## config.mk

```make
export PLATFORM = sky130hd
export DESIGN_NAME = pixel_sampler_ss_flat
export DESIGN_NICKNAME = d
export VERILOG_FILES = /design/src/rtl/pixel_sampler_ss_pkg.sv /design/src/rtl/pixel_sampler_ss_if.sv /design/src/rtl/pixel_sampler_ss_offset_gen.sv /design/src/rtl/pixel_sampler_ss.sv /design/src/flat_wrapper.sv
export SDC_FILE = /design/constraint.sdc
export NUM_CORES = 1
export LEC_CHECK = 0
export ABC_CLOCK_PERIOD_IN_PS = 7500
export CAP_MARGIN = 15
export CORE_MARGIN = 2
export CORE_UTILIZATION = 40
export CTS_CLUSTER_DIAMETER = 80
export DETAILED_ROUTE_END_ITERATION = 10
export DONT_BUFFER_PORTS = 1
export PLACE_DENSITY_LB_ADDON = 0.08
export SLEW_MARGIN = 10
export SYNTH_ARGS = -nofsm -noshare
export SYNTH_HDL_FRONTEND = slang
export SYNTH_SLANG_ARGS = --single-unit
```

## constraint.sdc

```tcl
create_clock -name clk -period 7.5 [get_ports clk]
set_input_delay 1.875 -clock clk [delete_from_list [all_inputs] [get_ports clk]]
set_output_delay 1.875 -clock clk [all_outputs]
set_load 0.01 [all_outputs]
```

## src/rtl/pixel_sampler_ss_pkg.sv

```systemverilog
`default_nettype none
// ============================================================================
// sampler_pkg : shared types and constants for the supersampling pixel sampler
// Rev 1.0
// ============================================================================
package sampler_pkg;

  typedef enum logic [0:0] {GRID_M = 1'b0, JITTER_M = 1'b1} mode_e;
  typedef enum logic [0:0] {IDLE = 1'b0, EMIT = 1'b1} state_e;

  localparam int OFF_BITS = 4;
  localparam int RECIP_SH = 24;

  // Rounded 2**RECIP_SH / dim; one extra bit so dim=1 still fits.
  function automatic logic [RECIP_SH:0] recip(input int dim);
    longint r;
    r = ((longint'(1) << RECIP_SH) + longint'(dim / 2)) / longint'(dim);
    return r[RECIP_SH:0];
  endfunction

endpackage
`default_nettype wire

```

## src/rtl/pixel_sampler_ss_if.sv

```systemverilog
`default_nettype none
// ============================================================================
// pixel_sampler_ss_if : pixel-in / sample-out valid-ready streams
// Rev 1.0
// ============================================================================
interface pixel_sampler_ss_if #(
  parameter int XW    = 10,
  parameter int YW    = 10,
  parameter int OUT_W = 17,
  parameter int IDX_W = 2
);
  logic                    in_valid;
  logic                    in_ready;
  logic [XW-1:0]           pixel_x;
  logic [YW-1:0]           pixel_y;
  logic                    reseed;
  logic                    out_valid;
  logic                    out_ready;
  logic signed [OUT_W-1:0] normalized_x;
  logic signed [OUT_W-1:0] normalized_y;
  logic [IDX_W-1:0]        sample_idx;
  logic                    out_last;

  modport master (
    output in_valid, pixel_x, pixel_y, reseed, out_ready,
    input  in_ready, out_valid, normalized_x, normalized_y, sample_idx, out_last
  );

  modport slave (
    input  in_valid, pixel_x, pixel_y, reseed, out_ready,
    output in_ready, out_valid, normalized_x, normalized_y, sample_idx, out_last
  );
endinterface
`default_nettype wire

```

## src/rtl/pixel_sampler_ss_offset_gen.sv

```systemverilog
`default_nettype none
// ============================================================================
// sample_offset_gen : sample index counter and sub-pixel offset source
// Rev 1.0
// ============================================================================
module sample_offset_gen
  import sampler_pkg::*;
#(
  parameter int          GRID  = 2,
  parameter mode_e       MODE  = GRID_M,
  parameter logic [15:0] SEED  = 16'hACE1,
  parameter int          IDX_W = 2
) (
  input  logic                clk,
  input  logic                rst_n,
  input  logic                start,
  input  logic                issue,
  input  logic                reseed,
  output logic [IDX_W-1:0]    idx,
  output logic                last,
  output logic [OFF_BITS-1:0] ox,
  output logic [OFF_BITS-1:0] oy
);
  localparam int SAMPLES = GRID * GRID;

  logic [IDX_W-1:0] idx_q, idx_d;
  logic [15:0]      lfsr_q, lfsr_d;

  always_comb begin
    idx_d = idx_q;
    if (start) begin
      idx_d = '0;
    end else if (issue) begin
      idx_d = idx_q + IDX_W'(1);
    end
    // Galois form, taps 16,14,13,11; a reseed overrides a same-cycle step
    lfsr_d = lfsr_q;
    if (reseed) begin
      lfsr_d = SEED;
    end else if (issue) begin
      lfsr_d = {1'b0, lfsr_q[15:1]} ^ (lfsr_q[0] ? 16'hB400 : 16'h0000);
    end
  end

  always_ff @(posedge clk or negedge rst_n) begin
    if (!rst_n) begin
      idx_q  <= '0;
      lfsr_q <= SEED;
    end else begin
      idx_q  <= idx_d;
      lfsr_q <= lfsr_d;
    end
  end

  assign idx  = idx_q;
  assign last = (idx_q == IDX_W'(SAMPLES - 1));

  generate
    if (MODE == JITTER_M) begin : g_jitter
      assign ox = lfsr_q[OFF_BITS-1:0];
      assign oy = lfsr_q[2*OFF_BITS-1:OFF_BITS];
    end else begin : g_grid
      assign ox = OFF_BITS'((2 * (int'(idx_q) % GRID) + 1) * (1 << OFF_BITS) / (2 * GRID));
      assign oy = OFF_BITS'((2 * (int'(idx_q) / GRID) + 1) * (1 << OFF_BITS) / (2 * GRID));
    end
  endgenerate

endmodule
`default_nettype wire

```

## src/rtl/pixel_sampler_ss.sv

```systemverilog
`default_nettype none
// ============================================================================
// pixel_sampler_ss : expands each pixel into GRID*GRID sub-pixel samples and
// emits signed Q2.(OUT_W-2) normalised screen coordinates.   Rev 1.0
// ============================================================================
module pixel_sampler_ss
  import sampler_pkg::*;
#(
  parameter int          PIXEL_W = 800,
  parameter int          PIXEL_H = 600,
  parameter int          XW      = 10,
  parameter int          YW      = 10,
  parameter int          OUT_W   = 17,
  parameter int          GRID    = 2,
  parameter mode_e       MODE    = GRID_M,
  parameter logic [15:0] SEED    = 16'hACE1
) (
  input logic               clk,
  input logic               rst_n,
  pixel_sampler_ss_if.slave bus
);
  localparam int SAMPLES = GRID * GRID;
  localparam int IDX_W   = (SAMPLES > 1) ? $clog2(SAMPLES) : 1;
  localparam int FRAC    = OUT_W - 2;
  localparam int SH      = OFF_BITS + RECIP_SH - FRAC - 1;
  localparam int UX_W    = XW + OFF_BITS;
  localparam int UY_W    = YW + OFF_BITS;
  localparam int MX_W    = UX_W + RECIP_SH + 1;
  localparam int MY_W    = UY_W + RECIP_SH + 1;
  localparam logic [RECIP_SH:0] RECIP_X = recip(PIXEL_W);
  localparam logic [RECIP_SH:0] RECIP_Y = recip(PIXEL_H);
  localparam logic [OUT_W-1:0]  ONE     = OUT_W'(1) << FRAC;

  state_e           state_q, state_d;
  logic             alive_q, alive_d;
  logic [XW-1:0]    px_q, px_d;
  logic [YW-1:0]    py_q, py_d;
  logic             v1_q, v1_d, v2_q, v2_d, v3_q, v3_d;
  logic             l1_q, l1_d, l2_q, l2_d, l3_q, l3_d;
  logic [IDX_W-1:0] i1_q, i1_d, i2_q, i2_d, i3_q, i3_d;
  logic [UX_W-1:0]  ux_q, ux_d;
  logic [UY_W-1:0]  uy_q, uy_d;
  logic [MX_W-1:0]  mx_q, mx_d;
  logic [MY_W-1:0]  my_q, my_d;
  logic [OUT_W-1:0] nx_q, nx_d, ny_q, ny_d;

  logic                en, issue, accept, in_ready, gen_last;
  logic [IDX_W-1:0]    gen_idx;
  logic [OFF_BITS-1:0] ox, oy;

  assign en       = bus.out_ready | ~v3_q;
  assign issue    = (state_q == EMIT) & en;
  // Ready again in the cycle the last sample issues so pixels stream without a bubble
  assign in_ready = alive_q & ((state_q == IDLE) | (issue & gen_last));
  assign accept   = bus.in_valid & in_ready;

  sample_offset_gen #(
    .GRID  (GRID),
    .MODE  (MODE),
    .SEED  (SEED),
    .IDX_W (IDX_W)
  ) u_offset_gen (
    .clk    (clk),
    .rst_n  (rst_n),
    .start  (accept),
    .issue  (issue),
    .reseed (bus.reseed),
    .idx    (gen_idx),
    .last   (gen_last),
    .ox     (ox),
    .oy     (oy)
  );

  always_comb begin
    alive_d = 1'b1;
    state_d = state_q;
    px_d    = px_q;
    py_d    = py_q;
    if (accept) begin
      px_d = bus.pixel_x;
      py_d = bus.pixel_y;
    end
    if (state_q == IDLE) begin
      if (accept) state_d = EMIT;
    end else if (issue && gen_last) begin
      state_d = accept ? EMIT : IDLE;
    end

    v1_d = v1_q; ux_d = ux_q; uy_d = uy_q; i1_d = i1_q; l1_d = l1_q;
    v2_d = v2_q; mx_d = mx_q; my_d = my_q; i2_d = i2_q; l2_d = l2_q;
    v3_d = v3_q; nx_d = nx_q; ny_d = ny_q; i3_d = i3_q; l3_d = l3_q;
    if (en) begin
      // Offsets are below 16, so concatenation equals px*16+ox
      v1_d = issue;
      ux_d = {px_q, ox};
      uy_d = {py_q, oy};
      i1_d = gen_idx;
      l1_d = gen_last;
      v2_d = v1_q;
      mx_d = MX_W'(ux_q) * MX_W'(RECIP_X);
      my_d = MY_W'(uy_q) * MY_W'(RECIP_Y);
      i2_d = i1_q;
      l2_d = l1_q;
      v3_d = v2_q;
      nx_d = OUT_W'(mx_q >> SH) - ONE;
      ny_d = ONE - OUT_W'(my_q >> SH);
      i3_d = i2_q;
      l3_d = l2_q;
    end
  end

  always_ff @(posedge clk or negedge rst_n) begin
    if (!rst_n) begin
      state_q <= IDLE;
      alive_q <= 1'b0;
      px_q <= '0; py_q <= '0;
      v1_q <= 1'b0; ux_q <= '0; uy_q <= '0; i1_q <= '0; l1_q <= 1'b0;
      v2_q <= 1'b0; mx_q <= '0; my_q <= '0; i2_q <= '0; l2_q <= 1'b0;
      v3_q <= 1'b0; nx_q <= '0; ny_q <= '0; i3_q <= '0; l3_q <= 1'b0;
    end else begin
      state_q <= state_d;
      alive_q <= alive_d;
      px_q <= px_d; py_q <= py_d;
      v1_q <= v1_d; ux_q <= ux_d; uy_q <= uy_d; i1_q <= i1_d; l1_q <= l1_d;
      v2_q <= v2_d; mx_q <= mx_d; my_q <= my_d; i2_q <= i2_d; l2_q <= l2_d;
      v3_q <= v3_d; nx_q <= nx_d; ny_q <= ny_d; i3_q <= i3_d; l3_q <= l3_d;
    end
  end

  assign bus.in_ready     = in_ready;
  assign bus.out_valid    = v3_q;
  assign bus.normalized_x = nx_q;
  assign bus.normalized_y = ny_q;
  assign bus.sample_idx   = i3_q;
  assign bus.out_last     = l3_q;

endmodule
`default_nettype wire
```

## src/flat_wrapper.sv

```systemverilog
// flat-port wrapper written by rule: the top's interface ports become plain ports
module pixel_sampler_ss_flat import sampler_pkg::*;
#(
  parameter int          PIXEL_W = 800,
  parameter int          PIXEL_H = 600,
  parameter int          XW      = 10,
  parameter int          YW      = 10,
  parameter int          OUT_W   = 17,
  parameter int          GRID    = 2,
  parameter mode_e       MODE    = GRID_M,
  parameter logic [15:0] SEED    = 16'hACE1
)
  (clk, rst_n, bus_in_valid, bus_pixel_x, bus_pixel_y, bus_reseed, bus_out_ready, bus_in_ready, bus_out_valid, bus_normalized_x, bus_normalized_y, bus_sample_idx, bus_out_last);
  pixel_sampler_ss_if #(.XW(XW), .YW(YW), .OUT_W(OUT_W)) bus_i ();
  input logic clk;
  input logic rst_n;
  input wire logic [$bits(bus_i.in_valid)-1:0] bus_in_valid;
  input wire logic [$bits(bus_i.pixel_x)-1:0] bus_pixel_x;
  input wire logic [$bits(bus_i.pixel_y)-1:0] bus_pixel_y;
  input wire logic [$bits(bus_i.reseed)-1:0] bus_reseed;
  input wire logic [$bits(bus_i.out_ready)-1:0] bus_out_ready;
  output wire logic [$bits(bus_i.in_ready)-1:0] bus_in_ready;
  output wire logic [$bits(bus_i.out_valid)-1:0] bus_out_valid;
  output wire logic [$bits(bus_i.normalized_x)-1:0] bus_normalized_x;
  output wire logic [$bits(bus_i.normalized_y)-1:0] bus_normalized_y;
  output wire logic [$bits(bus_i.sample_idx)-1:0] bus_sample_idx;
  output wire logic [$bits(bus_i.out_last)-1:0] bus_out_last;
  assign bus_i.in_valid = bus_in_valid;
  assign bus_i.pixel_x = bus_pixel_x;
  assign bus_i.pixel_y = bus_pixel_y;
  assign bus_i.reseed = bus_reseed;
  assign bus_i.out_ready = bus_out_ready;
  assign bus_in_ready = bus_i.in_ready;
  assign bus_out_valid = bus_i.out_valid;
  assign bus_normalized_x = bus_i.normalized_x;
  assign bus_normalized_y = bus_i.normalized_y;
  assign bus_sample_idx = bus_i.sample_idx;
  assign bus_out_last = bus_i.out_last;
  pixel_sampler_ss #(.PIXEL_W(PIXEL_W), .PIXEL_H(PIXEL_H), .XW(XW), .YW(YW), .OUT_W(OUT_W), .GRID(GRID), .MODE(MODE), .SEED(SEED)) u_core (.clk(clk), .rst_n(rst_n), .bus(bus_i));
endmodule
```

==> results of run 1 <==
-- per-layer routing --
metal | track usage (%) | vias up | share of wire [%]
li1 | - | 3578 | -
met1 | 27.3 | 3250 | 58
met2 | 23.1 | 85 | 38
met3 | 2.40 | 9 | 3.1
met4 | 3.79 | 0 | 0.65
met5 | 0 | - | 0
-- final cells by class --
type	count	area share, %
sequential	125	26.5
clock inverter	15	1.27
multi-input combinational	751	58.1
clock buffer	17	3.60
timing repair buffer	2	0.127
inverter	214	6.80
tap	341	3.61
-- critical path: stages, from the launching register on --
cell and delay (ps):
dfrtp_1 510, inv_1 130, fa_1 620, fa_1 450, fa_1 510, inv_1 50
fa_1 560, inv_1 60, fa_1 530, inv_1 40, ha_1 370, a21oi_1 220
o21ai_0 120, a211oi_1 290, o21ba_2 180, nand2_1 100, a311o_1 370, o211a_1 120
-- cell usage after synthesis, types with 4 or more instances --
library cell  count  area, um^2
nand3_1          10        50.1
xnor2_1          19         166
inv_1           214         803
mux2i_1           4        40.0
nor3_1           13        65.1
and3_1            4        25.0
fa_1            105        2100
clkbuf_1         15        56.3
buf_1             9        33.8
a211oi_1          4        30.0
o21a_1            4        30.0
nor2_1           49         184
o21ai_0          38         190
nand2_1         165         619
o21ai_1           4        20.0
nand2b_1          8        50.1
xor2_1           21         184
a21oi_1          50         250
dfrtp_1         125        3130
mux2_2           20         225
o31ai_1           7        52.6
ha_1            160        2000
a21o_1            8        60.1
-- flip-flops by register name (all words and copies together), names as in the netlist --
signal                   count
u_core.l1_q                  1
u_core.bus.sample_idx        2
u_core.bus.out_last          1
u_core.uy_q                 11
u_core.state_q               1
u_core.i1_q                  1
u_core.bus.normalized_y     17
u_core.v2_q                  1
u_core.l2_q                  1
u_core.py_q                 10
u_core.u_offset_gen.idx      2
u_core.bus.out_valid         1
u_core.i2_q                  1
u_core.v1_q                  1
u_core.my_q                 18
u_core.px_q                 10
u_core.ux_q                 11
u_core.mx_q                 17
u_core.bus.normalized_x     17
u_core.alive_q               1
-- kinds of logic after synthesis --
logic type	Yosys count	share of synthesized area (%)
other	1	0.0344
multiplexers	24	2.43
XOR/XNOR	40	3.21
adder cells (fa/ha/maj)	265	37.6
flip-flops	125	28.7
AO/OA/AOI/OAI	148	8.74
AND/OR/NAND/NOR	273	10.8
buffers and inverters	242	8.51
-- final timing paths --
check | start | end | slack, ps
min in group asynchronous | rst_n | u_core.ux_q[2]$_DFFE_PN0N_ | 1160
max in group asynchronous | rst_n | u_core.mx_q[22]$_DFFE_PN0N_ | 6140
worst min register to register | u_core.v2_q$_DFFE_PN0N_ | u_core.v2_q$_DFFE_PN0N_ | 460
worst max-delay path | u_core.ux_q[8]$_DFFE_PN0N_ | u_core.mx_q[25]$_DFFE_PN0N_ | 2140
worst max register to register | u_core.ux_q[8]$_DFFE_PN0N_ | u_core.mx_q[25]$_DFFE_PN0N_ | 2140
worst min-delay path | u_core.v2_q$_DFFE_PN0N_ | u_core.v2_q$_DFFE_PN0N_ | 460
-- metrics by stage --
stage                     hold WS, ps  worst slack (ps)  cells  cell area (um^2)  util (%)
after global routing              497              1800   1465             11800      44.0
after CTS                         462              2090   1465             11800      44.0
after global placement            443              2150   1433             11200      41.8
after detailed placement          448              2140   1433             11200      41.8
after floorplan                   430              2480   1118             10900         -
final                             456              2140   1465             11800      44.0
==> key figures, run 1 <==
Layout
  – Area Overhead vs Synth: 8.31%
  – Layout cells sized above 1: between 6 and 7%
  – Flip-flop and latch area: approximately 3100 um^2
  – Highest-count cells in the layout ignoring fill and taps: inv_1, nand2_1, ha_1, dfrtp_1, fa_1
  – Commonest non-fill, non-tap cell in the layout: inv_1
  – Ant diodes: 0
  – Area of the multi-input gates: just under 7000 um^2
  – Layout Nets: roughly 1400
  – Layout fillers: between 2000 and 3000

Clocking
  – Post-cts sizing count: 0
  – Root buf cell: clkbuf_16
  – CTS Sinks: 125
  – Clock latency on the worst-skew pair: approximately 400 ps
  – CTS Buf Count: 17
  – CTS tree: done
  – Clock transition at path regs: 60 ps
  – # hold bufs at CTS: 0
  – Clock Path Buffers: 2
  – H-Tree Depth: 4
  – Number of post-CTS setup repair buffers: 0

Drt
  – First DRT Iteration DRCs: 370
  – DR WL/cell: 14.9 um
  – Antenna Nets Post-Route: 0
  – Vias per Instance: approximately 4.7
  – Via count: roughly 6900
  – Final wirelength: about 22000 um
  – Pre-Repair DR Iteration Count: 4
  – DR DRC count: 0

Die
  – Die width: roughly 170 um
  – Initial core utilization: a little over 40%
  – Row count: 60
  – Die Area: between 20000 and 30000 um^2
  – Die height: 169 um
  – Placeable Area: between 20000 and 30000 um^2
  – I/O pins: 64

Synth
  – Mapped cell area: approximately 11000 um^2
  – Post-synth ARST share: 100%
  – Post-Synthesis Cells: approximately 1100
  – Synth Net Count: roughly 1400
  – EDFF count, synth: 0
  – Fraction of the yosys area taken by sequential cells: between 20 and 30%
  – Synthesis Warnings: 0
  – Library cells used by synthesis: 65
  – Main synth FF type: dfrtp_1
  – #FFs+latches synth: ~130
  – Synthesized area per cell: between 9 and 10 um^2

Timing
  – Final setup fails: 0
  – Least-Margin Pin Slew: between 800 and 900 ps
  – Slew HR: roughly 44%
  – Setup_tns: 0 ps
  – Tmin final: 5360 ps
  – Slew Viols, Final: 0
  – Final hold viol count: 0
  – Final worst clock skew: roughly 8.6 ps
  – Maximum clock frequency: between 0.15 and 0.2 GHz
  – Period utilization: 71.5%
  – RSZ-0062 raised after global routing: false

Setup path
  – CP Capture Type: flop
  – Worst EP required: 7800 ps
  – Critical-path maximum fanout: 6
  – Worst Path Arrival: approximately 5700 ps
  – Setup CP Type: flop to flop
  – FF-to-FF path depth: 17
  – Startpoint Class: flop

GRT
  – Initial antenna violation count: 0
  – First-pass GRT wire length: approximately 38000 um
  – Gr ovfl total: 0
  – Vias in the first global route: between 7000 and 8000
  – Largest net degree at the start of global routing: between 100 and 150
  – Gr usage total: about 17%

Status
  – Status: complete, no violations

Placement
  – PortBufs: 0
  – Gpl congestion: roughly 0.86
  – Final HPWL DP: between 15000 and 20000 um

Run
  – Number of max-cap violations: 0

Worst hold path
  – Hold path depth: 2
  – Hold Path Class: flop to flop
Power of run 1 is not shown: default switching activity piles up to over one toggle a cycle in this logic, so the estimate is an artifact.
==> run 2, diff against run 1 <==
--- a/config.mk
+++ b/config.mk
@@ -5,7 +5,7 @@
 export SDC_FILE = /design/constraint.sdc
 export NUM_CORES = 1
 export LEC_CHECK = 0
-export ABC_CLOCK_PERIOD_IN_PS = 7500
+export ABC_CLOCK_PERIOD_IN_PS = 5000
 export CAP_MARGIN = 15
 export CORE_MARGIN = 2
 export CORE_UTILIZATION = 40
==> constraint.sdc (replaced) <==
create_clock -name clk -period 5 [get_ports clk]
set_input_delay 1.25 -clock clk [delete_from_list [all_inputs] [get_ports clk]]
set_output_delay 1.25 -clock clk [all_outputs]
set_load 0.01 [all_outputs]
==> run 2 against run 1 <==
Effect of this change: routed wire length up 6.6%; clock skew grew 0.55 ps; critical path depth grew 1; first-iteration DRC count fell by 25%; largest cell class unchanged; fmax up 10%; critical endpoint is now u_core.mx_q[26]$_DFFE_PN0N_; critical path type unchanged; design area grew 6.7%; via count is 4.6% higher.
==> key figures, run 2 (synthesis gave the netlist of run 1 again) <==
Layout
  – Max reg flops: 18 (unchanged)
  – Highest-count cells in the layout ignoring fill and taps: inv_1, nand2_1, ha_1, dfrtp_1, fa_1
  – Area Overhead vs Synth: 15.5%
  – Commonest non-fill, non-tap cell in the layout: inv_1
  – Layout Nets: 1454 (+3.8%)
  – Largest reg by FF count: u_core.my_q
  – Layout cells sized above 1: 15.0% (+8.6 points)
  – Ant diodes: 0 (unchanged)

Run
  – Number of max-cap violations: 0 (unchanged)

Timing
  – Final hold viol count: 0 (unchanged)
  – Slew HR: 42.7% (-1.7 points)
  – Slew Viols, Final: 0 (unchanged)
  – Least-Margin Pin Slew: 857 ps (+25.5 ps)
  – Final setup fails: 0 (unchanged)
  – Tmin final: 4860 ps (-505 ps)
  – Final worst clock skew: 9.14 ps (+0.551 ps)
  – Period utilization: 97.2% (+26 points)
  – Maximum clock frequency: 0.206 GHz (+10%)
  – Setup_tns: 0 ps (unchanged)

GRT
  – Gr usage total: 17.0% (+0.25 points)
  – Initial antenna violation count: 0 (unchanged)
  – Largest net degree at the start of global routing: 126 (unchanged)
  – First-pass GRT wire length: 38800 um (+1.2%)
  – Gr ovfl total: 0 (unchanged)
  – Vias in the first global route: 7488 (-0.45%)

Setup path
  – Slowest-stage cell, CP: fa_1
  – Crit path cell chain: fa_1 -> fa_1 -> inv_2 -> fa_1 -> inv_1 -> fa_1 -> inv_1 -> fa_1 -> inv_2 -> ha_4 -> buf_6 -> nand2_1 -> nor2_1 -> a21oi_1 -> o21ai_2 -> o21a_4 -> or3b_1 -> and3_4
  – Worst Path Arrival: 5160 ps (-500 ps)
  – Worst Path Buf+Inv: 5 (+1)
  – CP Capture Type: flop
  – FF-to-FF path depth: 18 (+1)
  – FF-to-FF setup slack: 140 ps (-1990 ps)
  – Setup CP Type: flop to flop
  – Most used cell, CP: fa_1
  – Cell count along the critical path: 18 (+1)
  – FF-to-FF Start: u_core.ux_q[12]$_DFFE_PN0N_
  – Critical-path maximum fanout: 5 (-1)
  – Startpoint Class: flop
  – Reg2reg end: u_core.mx_q[26]$_DFFE_PN0N_
  – Critical path's top delay family: adder cells
  – CP max stage delay: 570 ps (-50 ps)
  – Worst EP required: 5300 ps (-2500 ps)

Die
  – I/O pins: 64 (unchanged)
  – Die Area: 28600 um^2 (unchanged)
  – Die height: 169 um (unchanged)
  – Die width: 169 um (unchanged)
  – Initial core utilization: 40.6% (unchanged)
  – Placeable Area: 26900 um^2 (unchanged)
  – Row count: 60 (unchanged)

Drt
  – DR DRC count: 0 (unchanged)
  – DR WL/cell: 15.3 um (+2.9%)
  – Vias per Instance: 4.77 (+0.94%)
  – Via count: 7240 (+4.6%)
  – First DRT Iteration DRCs: 277 (-25%)
  – Antenna Nets Post-Route: 0 (unchanged)
  – Final wirelength: 23200 um (+6.6%)
  – Pre-Repair DR Iteration Count: 4 (unchanged)

Placement
  – Final HPWL DP: 17700 um (+5.1%)
  – Gpl congestion: 0.842 (-2.3%)
  – PortBufs: 0 (unchanged)

Clocking
  – Root buf cell: clkbuf_16
  – Clock Path Buffers: 2 (unchanged)
  – Clock transition at path regs: 60 ps (about the same)
  – CTS tree: done
  – H-Tree Depth: 4 (unchanged)
  – CTS Sinks: 125 (unchanged)
  – CTS Buf Count: 17 (unchanged)
  – Clock latency on the worst-skew pair: 420 ps (about the same)

Worst hold path
  – Hold Crit Endpoint: u_core.bus.out_valid$_DFFE_PN0N_
  – Hold path depth: 1 (-1)
  – Hold Path Class: flop to flop
  – Hold_sp: u_core.v2_q$_DFFE_PN0N_

Status
  – Status: complete, no violations
[run 2: worst max path at each step]
stage	from	endpoint	slack (ps)
finish	u_core.ux_q[12]$_DFFE_PN0N_	u_core.mx_q[26]$_DFFE_PN0N_	140
global route	u_core.uy_q[13]$_DFFE_PN0N_	u_core.my_q[28]$_DFFE_PN0N_	-20
CTS	u_core.uy_q[11]$_DFFE_PN0N_	u_core.my_q[27]$_DFFE_PN0N_	-4
detailed placement	u_core.ux_q[12]$_DFFE_PN0N_	u_core.mx_q[25]$_DFFE_PN0N_	-20
global placement	u_core.ux_q[12]$_DFFE_PN0N_	u_core.mx_q[24]$_DFFE_PN0N_	-10
floorplan	u_core.ux_q[12]$_DFFE_PN0N_	u_core.mx_q[25]$_DFFE_PN0N_	8
[run 2: final cells by class]
type                            instances  area [um^2]
Fill cell                            2652        14300
Multi-Input combinational cell        751         7220
Sequential cell                       125         3140
Inverter                              214          803
Clock buffer                           18          429
Tap cell                              341          427
Timing Repair Buffer                   55          417
Clock inverter                         14          183
[run 2: what timing repair did]
action	4_1_cts	5_1_grt
setup endpoints to repair	2	20
hold buffers	0	0
resized for setup	3	59
pin swaps	3	46
buffers inserted	1	9
cloned	0	0
[run 2: routing by layer]
| layer | routed length [um] | part of all wire [%] | GRT usage [%] |
|---|---|---|---|
| met5 | 0 | 0 | 0 |
| met4 | 181 | 0.78 | 3.57 |
| met3 | 684 | 2.9 | 2.66 |
| met2 | 9300 | 40 | 24.4 |
| met1 | 13100 | 56 | 26.9 |
[run 2: metrics by stage]
stage          std cells  utilization, %  hold WS [ps]  cell area, um^2  setup WS, ps
2_1_floorplan       1118               -           430            10900          7.63
4_1_cts             1509            45.4           459            12200         -4.36
3_5_place_dp        1476            43.1           449            11600         -17.5
3_3_place_gp        1476            43.1           452            11600         -12.6
6_report            1518            46.9           451            12600           141
5_1_grt             1518            46.9           490            12600         -15.2
[run 2: worst register-to-register path, cell delays in order (launching register included)]
cell and delay [ps]:
dfrtp_1 400, fa_1 540, fa_1 570, inv_2 40, fa_1 520, inv_1 50
fa_1 500, inv_1 50, fa_1 490, inv_2 50, ha_4 240, buf_6 130
nand2_1 50, nor2_1 40, a21oi_1 150, o21ai_2 130, o21a_4 240, or3b_1 380
and3_4 180
Power of run 2 is left out for the same reason.
==> run 3, diff against run 2 <==
--- a/config.mk
+++ b/config.mk
@@ -17,3 +17,4 @@
 export SYNTH_ARGS = -nofsm -noshare
 export SYNTH_HDL_FRONTEND = slang
 export SYNTH_SLANG_ARGS = --single-unit
+export TNS_END_PERCENT = 5
==> run 3 against run 2 <==
Effect of this change: utilization about the same; critical path depth unchanged; flip-flop and latch count unchanged; fmax about the same; design area about the same; sequential share of layout area hardly changed; count of clock-buffer cells in the layout unchanged; critical path type unchanged; critical endpoint unchanged; highest routed layer unchanged.
==> key figures, run 3 (synthesis gave the netlist of run 1 again) <==
Status
  – Status: complete, no violations

Setup path
  – CP Capture Type: flop
  – FF-to-FF path depth: 18 (unchanged)
  – Setup CP Type: flop to flop
  – FF-to-FF Start: u_core.ux_q[12]$_DFFE_PN0N_
  – Startpoint Class: flop
  – Critical-path maximum fanout: 5 (unchanged)
  – Worst Path Arrival: 5160 ps (about the same)
  – Reg2reg end: u_core.mx_q[26]$_DFFE_PN0N_
  – Worst EP required: 5300 ps (about the same)
  – FF-to-FF setup slack: 140 ps (about the same)

Timing
  – Final hold viol count: 0 (unchanged)
  – Final setup fails: 0 (unchanged)
  – Least-Margin Pin Slew: 857 ps (+0.00155 ps)
  – RSZ-0062 raised after global routing: true
  – Final worst clock skew: 9.47 ps (+0.330 ps)
  – Slew Viols, Final: 0 (unchanged)
  – Fin worst setup slack: 142 ps (+0.857 ps)
  – Period utilization: 97.2% (about the same)
  – Slew HR: 42.7% (about the same)
  – Tmin final: 4860 ps (-0.857 ps)
  – Maximum clock frequency: 0.206 GHz (about the same)

Run
  – Number of max-cap violations: 0 (unchanged)

Drt
  – First DRT Iteration DRCs: 281 (+1.4%)
  – DR DRC count: 0 (unchanged)
  – Vias per Instance: 4.77 (about the same)
  – DR WL/cell: 15.3 um (about the same)
  – Antenna Nets Post-Route: 0 (unchanged)
  – Pre-Repair DR Iteration Count: 4 (unchanged)
  – Final wirelength: 23200 um (about the same)
  – Via count: 7230 (-0.14%)

Worst hold path
  – Hold path depth: 1 (unchanged)
  – Hold_sp: u_core.v2_q$_DFFE_PN0N_
  – Hold Crit Endpoint: u_core.bus.out_valid$_DFFE_PN0N_
  – Hold Path Class: flop to flop

Layout
  – Highest-count cells in the layout ignoring fill and taps: inv_1, nand2_1, ha_1, dfrtp_1, fa_1
  – Area Overhead vs Synth: 15.5% (about the same)
  – Final instance area: 12600 um^2 (about the same)
  – Layout cells sized above 1: 14.9% (-0.072 points)
  – Ant diodes: 0 (unchanged)
  – Largest reg by FF count: u_core.my_q
  – Layout Nets: 1453 (-0.069%)
  – Post-Layout Cell Count: 1517 (-0.066%)
  – Commonest non-fill, non-tap cell in the layout: inv_1
  – Max reg flops: 18 (unchanged)
  – Final core utilization: 46.9% (about the same)

Clocking
  – H-Tree Depth: 4 (unchanged)
  – # hold bufs at CTS: 0 (unchanged)
  – CTS Buf Count: 17 (unchanged)
  – Clock transition at path regs: 60 ps (about the same)
  – CTS tree: done
  – CTS Sinks: 125 (unchanged)
  – Clock Path Buffers: 2 (unchanged)
  – Root buf cell: clkbuf_16
  – Clock latency on the worst-skew pair: 420 ps (about the same)

Die
  – Die Area: 28600 um^2 (unchanged)
  – Placeable Area: 26900 um^2 (unchanged)
  – Die height: 169 um (unchanged)
  – Die width: 169 um (unchanged)
  – Row count: 60 (unchanged)
  – Initial core utilization: 40.6% (unchanged)
  – I/O pins: 64 (unchanged)

GRT
  – First-pass GRT wire length: 38800 um (unchanged)
  – Largest net degree at the start of global routing: 126 (unchanged)
  – Initial antenna violation count: 0 (unchanged)
  – Gr ovfl total: 0 (unchanged)
  – Gr usage total: 17.0% (unchanged)
  – Vias in the first global route: 7488 (unchanged)

Placement
  – Final HPWL DP: 17700 um (unchanged)
  – Gpl congestion: 0.842 (unchanged)
  – PortBufs: 0 (unchanged)
  – Dpl cells: 1476 (unchanged)
  – Placed instance area: 11600 um^2 (unchanged)
  – Post-place setup slack: -17.5 ps (unchanged)
## run 3: cell count changes in the layout (fill, tap and decap cells not counted)
cell,before,now
buf_4,54,53
## run 3: cell type report
type	instances	area, um^2
repair buffers	54	409
fillers	2654	14300
clock inverters	14	183
flip-flops and latches	125	3140
well taps	341	427
inverters	214	803
multi-input cells	751	7220
clock buffers	18	429
## run 3: layer usage
| metal | share of wire [%] | GRT usage (%) | up-vias |
|---|---|---|---|
| li1 | - | - | 3685 |
| met2 | 40 | 24.4 | 95 |
| met3 | 3.1 | 2.66 | 11 |
| met4 | 0.75 | 3.57 | 0 |
| met5 | 0 | 0 | - |
| met1 | 56 | 26.9 | 3439 |
## run 3: worst max-delay path, cell delays in order, from the launching register on
cell and delay [ps]:
dfrtp_1 400, fa_1 540, fa_1 570, inv_2 40, fa_1 520, inv_1 50
fa_1 500, inv_1 50, fa_1 490, inv_2 50, ha_4 240, buf_6 120
nand2_1 50, nor2_1 40, a21oi_1 150, o21ai_2 130, o21a_4 240, or3b_1 370
and3_4 180
## run 3: worst max path at each step
stage / depth (start not counted) / endpoint / from / slack (ps)
3_5_place_dp: 17 / u_core.mx_q[25]$_DFFE_PN0N_ / u_core.ux_q[12]$_DFFE_PN0N_ / -20
5_1_grt: 17 / u_core.my_q[28]$_DFFE_PN0N_ / u_core.uy_q[9]$_DFFE_PN0N_ / -40
6_report: 18 / u_core.mx_q[26]$_DFFE_PN0N_ / u_core.ux_q[12]$_DFFE_PN0N_ / 140
4_1_cts: 15 / u_core.my_q[27]$_DFFE_PN0N_ / u_core.uy_q[11]$_DFFE_PN0N_ / -4
3_3_place_gp: 19 / u_core.mx_q[24]$_DFFE_PN0N_ / u_core.ux_q[12]$_DFFE_PN0N_ / -10
2_1_floorplan: 18 / u_core.mx_q[25]$_DFFE_PN0N_ / u_core.ux_q[12]$_DFFE_PN0N_ / 8
## run 3: what timing repair did
item,in CTS,in global routing
setup buffers,1,8
cloned,0,0
resized for setup,2,60
setup endpoints to repair,2,20
hold endpoints to repair,0,0
pin swaps,3,43
## run 3: metrics by stage
stage	hold WS, ps	TNS (ps)
after detailed placement	449	-29.5
after CTS	459	-5.70
after floorplan	430	0
after global routing	490	-67.7
after global placement	452	-12.6
final	451	0
Power of run 3 is left out for the same reason.
